`config.mk`:
```
export PLATFORM = sky130hd
export DESIGN_NAME = rv_alu_issue
export DESIGN_NICKNAME = d
export VERILOG_FILES = /design/src/rtl/rv_alu_issue.sv
export SDC_FILE = /design/constraint.sdc
export NUM_CORES = 1
export LEC_CHECK = 0
export CAP_MARGIN = 10
export CORE_MARGIN = 10
export CORE_UTILIZATION = 45
export DETAILED_ROUTE_END_ITERATION = 10
export PLACE_DENSITY_LB_ADDON = 0.1
export SYNTH_ARGS = -nofsm -noshare
export SYNTH_HDL_FRONTEND = slang
export SYNTH_SLANG_ARGS = --single-unit
```
`constraint.sdc`:
```
create_clock -name clk_i -period 4.55 [get_ports clk_i]
set_input_delay 0.6825 -clock clk_i [delete_from_list [all_inputs] [get_ports clk_i]]
set_output_delay 0.6825 -clock clk_i [all_outputs]
set_load 0.01 [all_outputs]
```
`src/rtl/rv_alu_issue.sv`:
```
`default_nettype none
// ============================================================================
//  Module   : rv_alu_issue
//  Purpose  : ALU issue stage. Accepts a register-read stage instruction
//             (instruction word, PC, rs1/rs2 data) over a valid/ready
//             handshake, decodes RV32I integer ops into operand A, operand B
//             and a one-hot op select, and presents them from registered
//             outputs over a valid/ready handshake to the execute stage.
//  Options  : RV_ISSUE_SKID_EN - 2-entry skid buffer with a registered
//             in_ready_o. Undefined: single output register with a
//             combinational ready path.
//  Revision : 1.0 - initial release
// ============================================================================
module rv_alu_issue #(
    parameter int XLEN    = 32,
    parameter int OPSEL_W = 10
) (
    input  logic               clk_i,
    input  logic               rst_ni,
    input  logic               flush_i,
    input  logic               in_valid_i,
    output logic               in_ready_o,
    input  logic [31:0]        instr_i,
    input  logic [XLEN-1:0]    pc_i,
    input  logic [XLEN-1:0]    rs1_data_i,
    input  logic [XLEN-1:0]    rs2_data_i,
    output logic               out_valid_o,
    input  logic               out_ready_i,
    output logic [XLEN-1:0]    opr_a_o,
    output logic [XLEN-1:0]    opr_b_o,
    output logic [OPSEL_W-1:0] op_sel_o,
    output logic               illegal_o,
    output logic [31:0]        issue_cnt_o
);

    // Opcodes
    localparam logic [6:0] C_OPC_OP     = 7'b0110011;
    localparam logic [6:0] C_OPC_OP_IMM = 7'b0010011;
    localparam logic [6:0] C_OPC_LOAD   = 7'b0000011;
    localparam logic [6:0] C_OPC_STORE  = 7'b0100011;
    localparam logic [6:0] C_OPC_LUI    = 7'b0110111;
    localparam logic [6:0] C_OPC_AUIPC  = 7'b0010111;
    localparam logic [6:0] C_OPC_JAL    = 7'b1101111;
    localparam logic [6:0] C_OPC_JALR   = 7'b1100111;

    // Bit positions inside the one-hot op select
    localparam logic [3:0] C_IDX_ADD  = 4'd0;
    localparam logic [3:0] C_IDX_SUB  = 4'd1;
    localparam logic [3:0] C_IDX_SLL  = 4'd2;
    localparam logic [3:0] C_IDX_SRL  = 4'd3;
    localparam logic [3:0] C_IDX_SRA  = 4'd4;
    localparam logic [3:0] C_IDX_OR   = 4'd5;
    localparam logic [3:0] C_IDX_AND  = 4'd6;
    localparam logic [3:0] C_IDX_XOR  = 4'd7;
    localparam logic [3:0] C_IDX_SLTU = 4'd8;
    localparam logic [3:0] C_IDX_SLT  = 4'd9;

    localparam logic [6:0] C_F7_BASE = 7'b0000000;
    localparam logic [6:0] C_F7_ALT  = 7'b0100000;

    typedef struct packed {
        logic [XLEN-1:0]    a;
        logic [XLEN-1:0]    b;
        logic [OPSEL_W-1:0] sel;
        logic               ill;
    } entry_t;

    // funct3 -> ALU op; alt selects SUB/SRA in place of ADD/SRL
    function automatic logic [3:0] f3_idx(input logic [2:0] f3, input logic alt);
        logic [3:0] idx;
        case (f3)
            3'b000:  idx = alt ? C_IDX_SUB : C_IDX_ADD;
            3'b001:  idx = C_IDX_SLL;
            3'b010:  idx = C_IDX_SLT;
            3'b011:  idx = C_IDX_SLTU;
            3'b100:  idx = C_IDX_XOR;
            3'b101:  idx = alt ? C_IDX_SRA : C_IDX_SRL;
            3'b110:  idx = C_IDX_OR;
            default: idx = C_IDX_AND;
        endcase
        return idx;
    endfunction

    logic [6:0]      opcode;
    logic [2:0]      funct3;
    logic [6:0]      funct7;
    logic [XLEN-1:0] imm_i;
    logic [XLEN-1:0] imm_s;
    logic [XLEN-1:0] imm_u;
    logic [XLEN-1:0] shamt;

    assign opcode = instr_i[6:0];
    assign funct3 = instr_i[14:12];
    assign funct7 = instr_i[31:25];
    assign imm_i  = {{(XLEN-12){instr_i[31]}}, instr_i[31:20]};
    assign imm_s  = {{(XLEN-12){instr_i[31]}}, instr_i[31:25], instr_i[11:7]};
    assign imm_u  = {instr_i[31:12], 12'h000};
    assign shamt  = {{(XLEN-5){1'b0}}, instr_i[24:20]};

    logic            dec_legal;
    logic [3:0]      dec_idx;
    logic [XLEN-1:0] dec_a;
    logic [XLEN-1:0] dec_b;
    entry_t          dec;

    // Decode the incoming instruction into an issue entry
    always_comb begin
        dec_legal = 1'b0;
        dec_idx   = C_IDX_ADD;
        dec_a     = '0;
        dec_b     = '0;
        case (opcode)
            C_OPC_OP: begin
                dec_a = rs1_data_i;
                dec_b = rs2_data_i;
                if (funct7 == C_F7_BASE) begin
                    dec_legal = 1'b1;
                    dec_idx   = f3_idx(funct3, 1'b0);
                end else if (funct7 == C_F7_ALT && (funct3 == 3'b000 || funct3 == 3'b101)) begin
                    dec_legal = 1'b1;
                    dec_idx   = f3_idx(funct3, 1'b1);
                end
            end
            C_OPC_OP_IMM: begin
                dec_a = rs1_data_i;
                dec_b = imm_i;
                if (funct3 == 3'b001) begin
                    dec_b     = shamt;
                    dec_legal = (funct7 == C_F7_BASE);
                    dec_idx   = C_IDX_SLL;
                end else if (funct3 == 3'b101) begin
                    dec_b     = shamt;
                    dec_legal = (funct7 == C_F7_BASE) || (funct7 == C_F7_ALT);
                    dec_idx   = (funct7 == C_F7_ALT) ? C_IDX_SRA : C_IDX_SRL;
                end else begin
                    // SLTI/SLTIU/ADDI/XORI/ORI/ANDI: upper bits are immediate
                    dec_legal = 1'b1;
                    dec_idx   = f3_idx(funct3, 1'b0);
                end
            end
            C_OPC_LOAD: begin
                dec_a     = rs1_data_i;
                dec_b     = imm_i;
                dec_legal = (funct3 != 3'b011) && (funct3 != 3'b110) && (funct3 != 3'b111);
            end
            C_OPC_STORE: begin
                dec_a     = rs1_data_i;
                dec_b     = imm_s;
                dec_legal = (funct3[2] == 1'b0) && (funct3 != 3'b011);
            end
            C_OPC_LUI: begin
                dec_b     = imm_u;
                dec_legal = 1'b1;
            end
            C_OPC_AUIPC: begin
                dec_a     = pc_i;
                dec_b     = imm_u;
                dec_legal = 1'b1;
            end
            C_OPC_JAL: begin
                dec_a     = pc_i;
                dec_b     = XLEN'(4);
                dec_legal = 1'b1;
            end
            C_OPC_JALR: begin
                dec_a     = pc_i;
                dec_b     = XLEN'(4);
                dec_legal = (funct3 == 3'b000);
            end
            default: begin
                dec_legal = 1'b0;
            end
        endcase

        // Illegal entries carry zero operands and no op bit
        dec = '0;
        if (dec_legal) begin
            dec.a   = dec_a;
            dec.b   = dec_b;
            dec.sel = OPSEL_W'(1) << dec_idx;
        end else begin
            dec.ill = 1'b1;
        end
    end

    logic        in_xfer;
    logic        out_xfer;
    logic [31:0] cnt_q;
    logic [31:0] cnt_d;
    entry_t      head;

`ifdef RV_ISSUE_SKID_EN
    entry_t [1:0] ent_q;
    entry_t [1:0] ent_d;
    logic [1:0]   fill_q;
    logic [1:0]   fill_d;
    logic [1:0]   wr_idx;
    logic         ready_q;
    logic         ready_d;

    assign head        = ent_q[0];
    assign out_valid_o = (fill_q != 2'd0);
    assign in_ready_o  = ready_q;
    assign out_xfer    = out_valid_o && out_ready_i;
    assign in_xfer     = in_valid_i && ready_q;
    assign wr_idx      = fill_q - {1'b0, out_xfer};

    // FIFO update: pop shifts entry 1 to the head, push lands behind survivors
    always_comb begin
        ent_d  = ent_q;
        fill_d = fill_q + {1'b0, in_xfer} - {1'b0, out_xfer};
        if (out_xfer) begin
            ent_d[0] = ent_q[1];
        end
        if (in_xfer) begin
            if (wr_idx == 2'd0) begin
                ent_d[0] = dec;
            end else begin
                ent_d[1] = dec;
            end
        end
        if (flush_i) begin
            fill_d = 2'd0;
        end
        ready_d = (fill_d != 2'd2);
    end

    // Skid buffer storage and registered ready
    always_ff @(posedge clk_i or negedge rst_ni) begin
        if (!rst_ni) begin
            ent_q   <= '0;
            fill_q  <= 2'd0;
            ready_q <= 1'b0;
        end else begin
            ent_q   <= ent_d;
            fill_q  <= fill_d;
            ready_q <= ready_d;
        end
    end
`else
    entry_t ent_q;
    entry_t ent_d;
    logic   valid_q;
    logic   valid_d;
    logic   rdy_en_q;

    assign head        = ent_q;
    assign out_valid_o = valid_q;
    // rdy_en_q keeps ready low during reset and for the first edge after it
    assign in_ready_o  = rdy_en_q && (!valid_q || out_ready_i);
    assign out_xfer    = valid_q && out_ready_i;
    assign in_xfer     = in_valid_i && in_ready_o;

    // Single output register: flush wins, then load, then drain
    always_comb begin
        valid_d = valid_q;
        ent_d   = ent_q;
        if (flush_i) begin
            valid_d = 1'b0;
        end else if (in_xfer) begin
            valid_d = 1'b1;
            ent_d   = dec;
        end else if (out_xfer) begin
            valid_d = 1'b0;
        end
    end

    // Output register and ready enable
    always_ff @(posedge clk_i or negedge rst_ni) begin
        if (!rst_ni) begin
            ent_q    <= '0;
            valid_q  <= 1'b0;
            rdy_en_q <= 1'b0;
        end else begin
            ent_q    <= ent_d;
            valid_q  <= valid_d;
            rdy_en_q <= 1'b1;
        end
    end
`endif

    assign opr_a_o     = head.a;
    assign opr_b_o     = head.b;
    assign op_sel_o    = head.sel;
    assign illegal_o   = head.ill;
    assign issue_cnt_o = cnt_q;

    // Transfer counter counts every output handshake, flush or not
    always_comb begin
        cnt_d = cnt_q + {31'd0, out_xfer};
    end

    // Transfer counter register
    always_ff @(posedge clk_i or negedge rst_ni) begin
        if (!rst_ni) begin
            cnt_q <= 32'd0;
        end else begin
            cnt_q <= cnt_d;
        end
    end

endmodule
`default_nettype wire

```
==> results summary <==
The ratio of routed vias to standard cells came out at 5.584. The synthesized net count came out at about 650. Yosys attributes the largest share of cell area to dfrtp_1 53%, o21ai_0 7.0%, nand2_1 6.6%. Along the worst path, the maximum fanout reaches 41. The count of input and output buffers came out at between 200 and 250. The final routed wire length divided by cell count is ~20 µm.

TritonCTS created 9 clock buffers. The buffer depth of the longest clock path came out at 2. The share of the Yosys chip area taken by registers is 0.5299.

The smallest clock period supported by the final layout is computed as around 3.1 ns. The number of buffers and inverters on the critical path is 2. The run finished with clean final reports. The overall die width is between 100 and 150 µm.

The final layout contains routed wiring with a total length of 17950 µm. The global-route total usage across every layer is 0.2161. The type of the worst setup path is input pin to register. The number of setup violations in the final report came out at 0.

The cell taking the most area after synthesis is dfrtp_1. The sort of element at the end of the critical path is a register. The net load switching power came out at 0.0005038 W. The delay contributed by the slowest stage of the critical path came out at 0.64 ns.

Entering global routing, the biggest net connects 75 pins. The area of the core came out at around 0.011 mm². The headroom to the max-slew limit is 0.3983. Yosys instantiated no cell more often than dfrtp_1.

The total power is 0.002033 W. In this run the power density over the cells is 256.2 mW/mm². The total negative setup slack is 0 ns.

The number of routed nets with antenna violations came out at 0. Measured on the finished design, the core utilization comes to 0.7195. The number of placed I/O pins came out at between 200 and 250. The share of total power dissipated in combinational logic is 0.129.

The via count of the first global-routing pass is 5357. The weighted congestion at the end of routability-driven global placement came out at roughly 0.86. The part of the total power dissipated in the clock network came out at 0.376. The switching portion of total power came out at 0.2478. The CTS tree is done.

The max-cap check violation count came out at 0. The worst setup path is launched from an input pin. The kind of cell adding the most delay to the critical path is compound AO/OA/AOI/OAI gates.

The setup slack after layout is between 1 and 1.5 ns. The detailed placer's ending HPWL came out at 13750 µm. The die covers between 0.015 and 0.02 mm². The post-cts sizing count is 0. The leakage component of the power is between 3 and 4 nW. The number of distinct library cells after synthesis came out at 50.

During synthesis, Yosys emitted a total of 0 warnings. The number of register bits inferred by synthesis came out at around 110. In this run the worst hold path is classified as input pin to asynchronous set/reset pin. The number of H-tree branching levels is 3. The fraction of layout instances using a drive strength above 1 came out at 0.04973. The cell at the root of the clock tree is clkbuf_16. The number of enable flip-flop cells after synthesis is 0.

The worst hold slack across all endpoints came out at approximately 0.44 ns. The fmax came out at between 300 and 400 MHz. Among all flip-flop cells after synthesis, the most frequent one is dfrtp_1. The number of cells on the worst reg-to-reg path is 7. The final worst clock skew is ~0.0068 ns. The number of nets in the layout is approximately 870. The antenna cell count came out at 0. The count of pins over their slew limit was 0. The initial standard-cell utilization of the core is 0.4667.

The actual transition at the worst max-transition pin came out at between 0.9 and 1 ns. The initial antenna violation count is 0. The largest vdd supply drop came out at 0.0002383 V. The synthesized area per cell is 9.937 µm².

Traced cell by cell, the critical path runs through clkdlybuf4s50_1 > nor2b_1 > o31ai_1 > a32o_2 > o21bai_4 > buf_12 > o21ai_0. Setup repair after global routing left no endpoint under its margin. For this block, the initial DRC count from the detailed router was roughly 500.

The cell area after synthesis came out at just over 0.005 mm². The clock transition time at the flip-flop clock pins of the worst setup and hold paths came out at approximately 0.07 ns. At the later pin of the worst-skew pair, clock insertion delay measures ~0.35 ns. The number of DRC violations after detailed routing came out at 0.

The arrival time at the worst endpoint came out at between 3 and 4 ns. The detailed-routing iteration count for the pre-antenna-repair pass is 5. Of the total power, registers draw 0.495.

The post-CTS repair timing setup buffer count came out at 0. The number of hold buffers added after CTS came out at 0. The number of cells on the critical path is 7.

The die is ~130 µm tall. The synthesized netlist cell count came out at 518. The first global-routing pass estimated approximately 28000 µm of wire.

Counting flops with an async set or reset pin after synthesis yields a share of 1.000. The share of synthesized area in the top cell type comes to 0.5299. The floorplan row count is 38. The area added between synthesis and finish is 54.18%. In the finished design, the share of the clock period the worst path needs comes to 0.6836. Prior to clock tree synthesis, the placed netlist has a worst setup slack of 1.104 ns. The cell with the biggest individual delay on the critical path is clkdlybuf4s50_1. The clock sink total is ~110. The internal power contribution is between 0.0015 and 0.002 W. The count of vias placed by the detailed router is 4936.

The hold violation count in the final report came to 0. The worst endpoint required time came out at between 4 and 5 ns. Counting instances in the post-synthesis netlist gives the leading cell types as 109 x dfrtp_1, 91 x nand2_1, 72 x o21ai_0. After global routing the overflow that remains totals 0.
placed cells by master (no fill, tap or decap), drive strengths merged, types with 5 or more instances in the layout:
master / netlist / layout
nand2: 91 / 91
nor2: 11 / 11
o21ai: 73 / 73
dfrtp: 109 / 109
xor2: 7 / 7
inv: 3 / 5
xnor2: 26 / 26
o31ai: 6 / 6
nand3: 15 / 15
mux2i: 5 / 5
clkdlybuf4s50: 0 / 240
o211ai: 5 / 5
a22oi: 38 / 38
clkbuf: 33 / 9
nor3: 7 / 7
a21oi: 5 / 5
nand4: 8 / 8
and3: 6 / 6
a221oi: 20 / 20
buf: 5 / 8
worst register-to-register path, stage by stage, from the launching register on:
cell and delay, ns:
dfrtp_1 0.37, and2_1 0.13, ha_1 0.19, and4_1 0.26, nand2_1 0.16, nor4_1 0.66, nand3_1 0.19, xnor2_1 0.16
path summary, 6_finish.rpt:
kind / from / endpoint / slack, ns
max reg2reg: out_valid_o / issue_cnt_o[29] / 2.32
min in group clk_i: opr_b_o[10] / opr_b_o[10] / 0.48
min: rst_ni / issue_cnt_o[3] / 0.44
min reg2reg: opr_b_o[10] / opr_b_o[10] / 0.48
max in group asynchronous: rst_ni / opr_b_o[10] / 3.05
max: instr_i[13] / opr_a_o[31] / 1.44
area by class of cell:
| cell class | instances | area (µm²) |
|---|---|---|
| clock buffers | 9 | 225.2 |
| clock inverters | 7 | 67.56 |
| fillers | 874 | 3094 |
| inverters | 3 | 11.26 |
| multi-input cells | 368 | 2255 |
| flip-flops and latches | 109 | 2728 |
| well taps | 140 | 175.2 |
| repair buffers | 248 | 2475 |
metal layers:
layer  vias up  track usage  routed length [µm]  share of wire
met1      2397       0.2278                6455           0.36
met2       186       0.3900                9584           0.53
met3        38      0.07414                1338          0.075
met5         -            0                   0              0
li1       2315            -                   -              -
met4         0      0.07703                 573          0.032
stage by stage:
| step | instance area [µm²] | instances |
|---|---|---|
| 2_1_floorplan | 5147 | 518 |
| 3_3_place_gp | 7644 | 868 |
| 3_5_place_dp | 7644 | 868 |
| 4_1_cts | 7936 | 884 |
| 5_1_grt | 7936 | 884 |
| 6_report | 7936 | 884 |
sequential cells by signal (all words and copies together) (netlist names):
register     cells
op_sel_o        10
issue_cnt_o     32
opr_a_o         32
opr_b_o         32
rdy_en_q         1
out_valid_o      1
illegal_o        1
power by group through the flow:
stage	sequential (W)	combinational, W	clock [W]
floorplan	0.00103	0.0000579	0
global placement	0.00102	0.000259	0
detailed placement	0.00103	0.000264	0
CTS	0.00101	0.000266	0.000777
global route	0.00101	0.000283	0.000819
finish	0.00101	0.000262	0.000764
logic make-up after synthesis:
| group | synth area share |
|---|---|
| multiplexers | 0.01191 |
| adder cells (fa/ha/maj) | 0.004861 |
| flip-flops | 0.5299 |
| other | 0.0007285 |
| AND/OR/NAND/NOR | 0.1539 |
| AO/OA/AOI/OAI | 0.2093 |
| XOR/XNOR | 0.05615 |
| buffers and inverters | 0.03330 |
(Power assumes the default switching activity.)
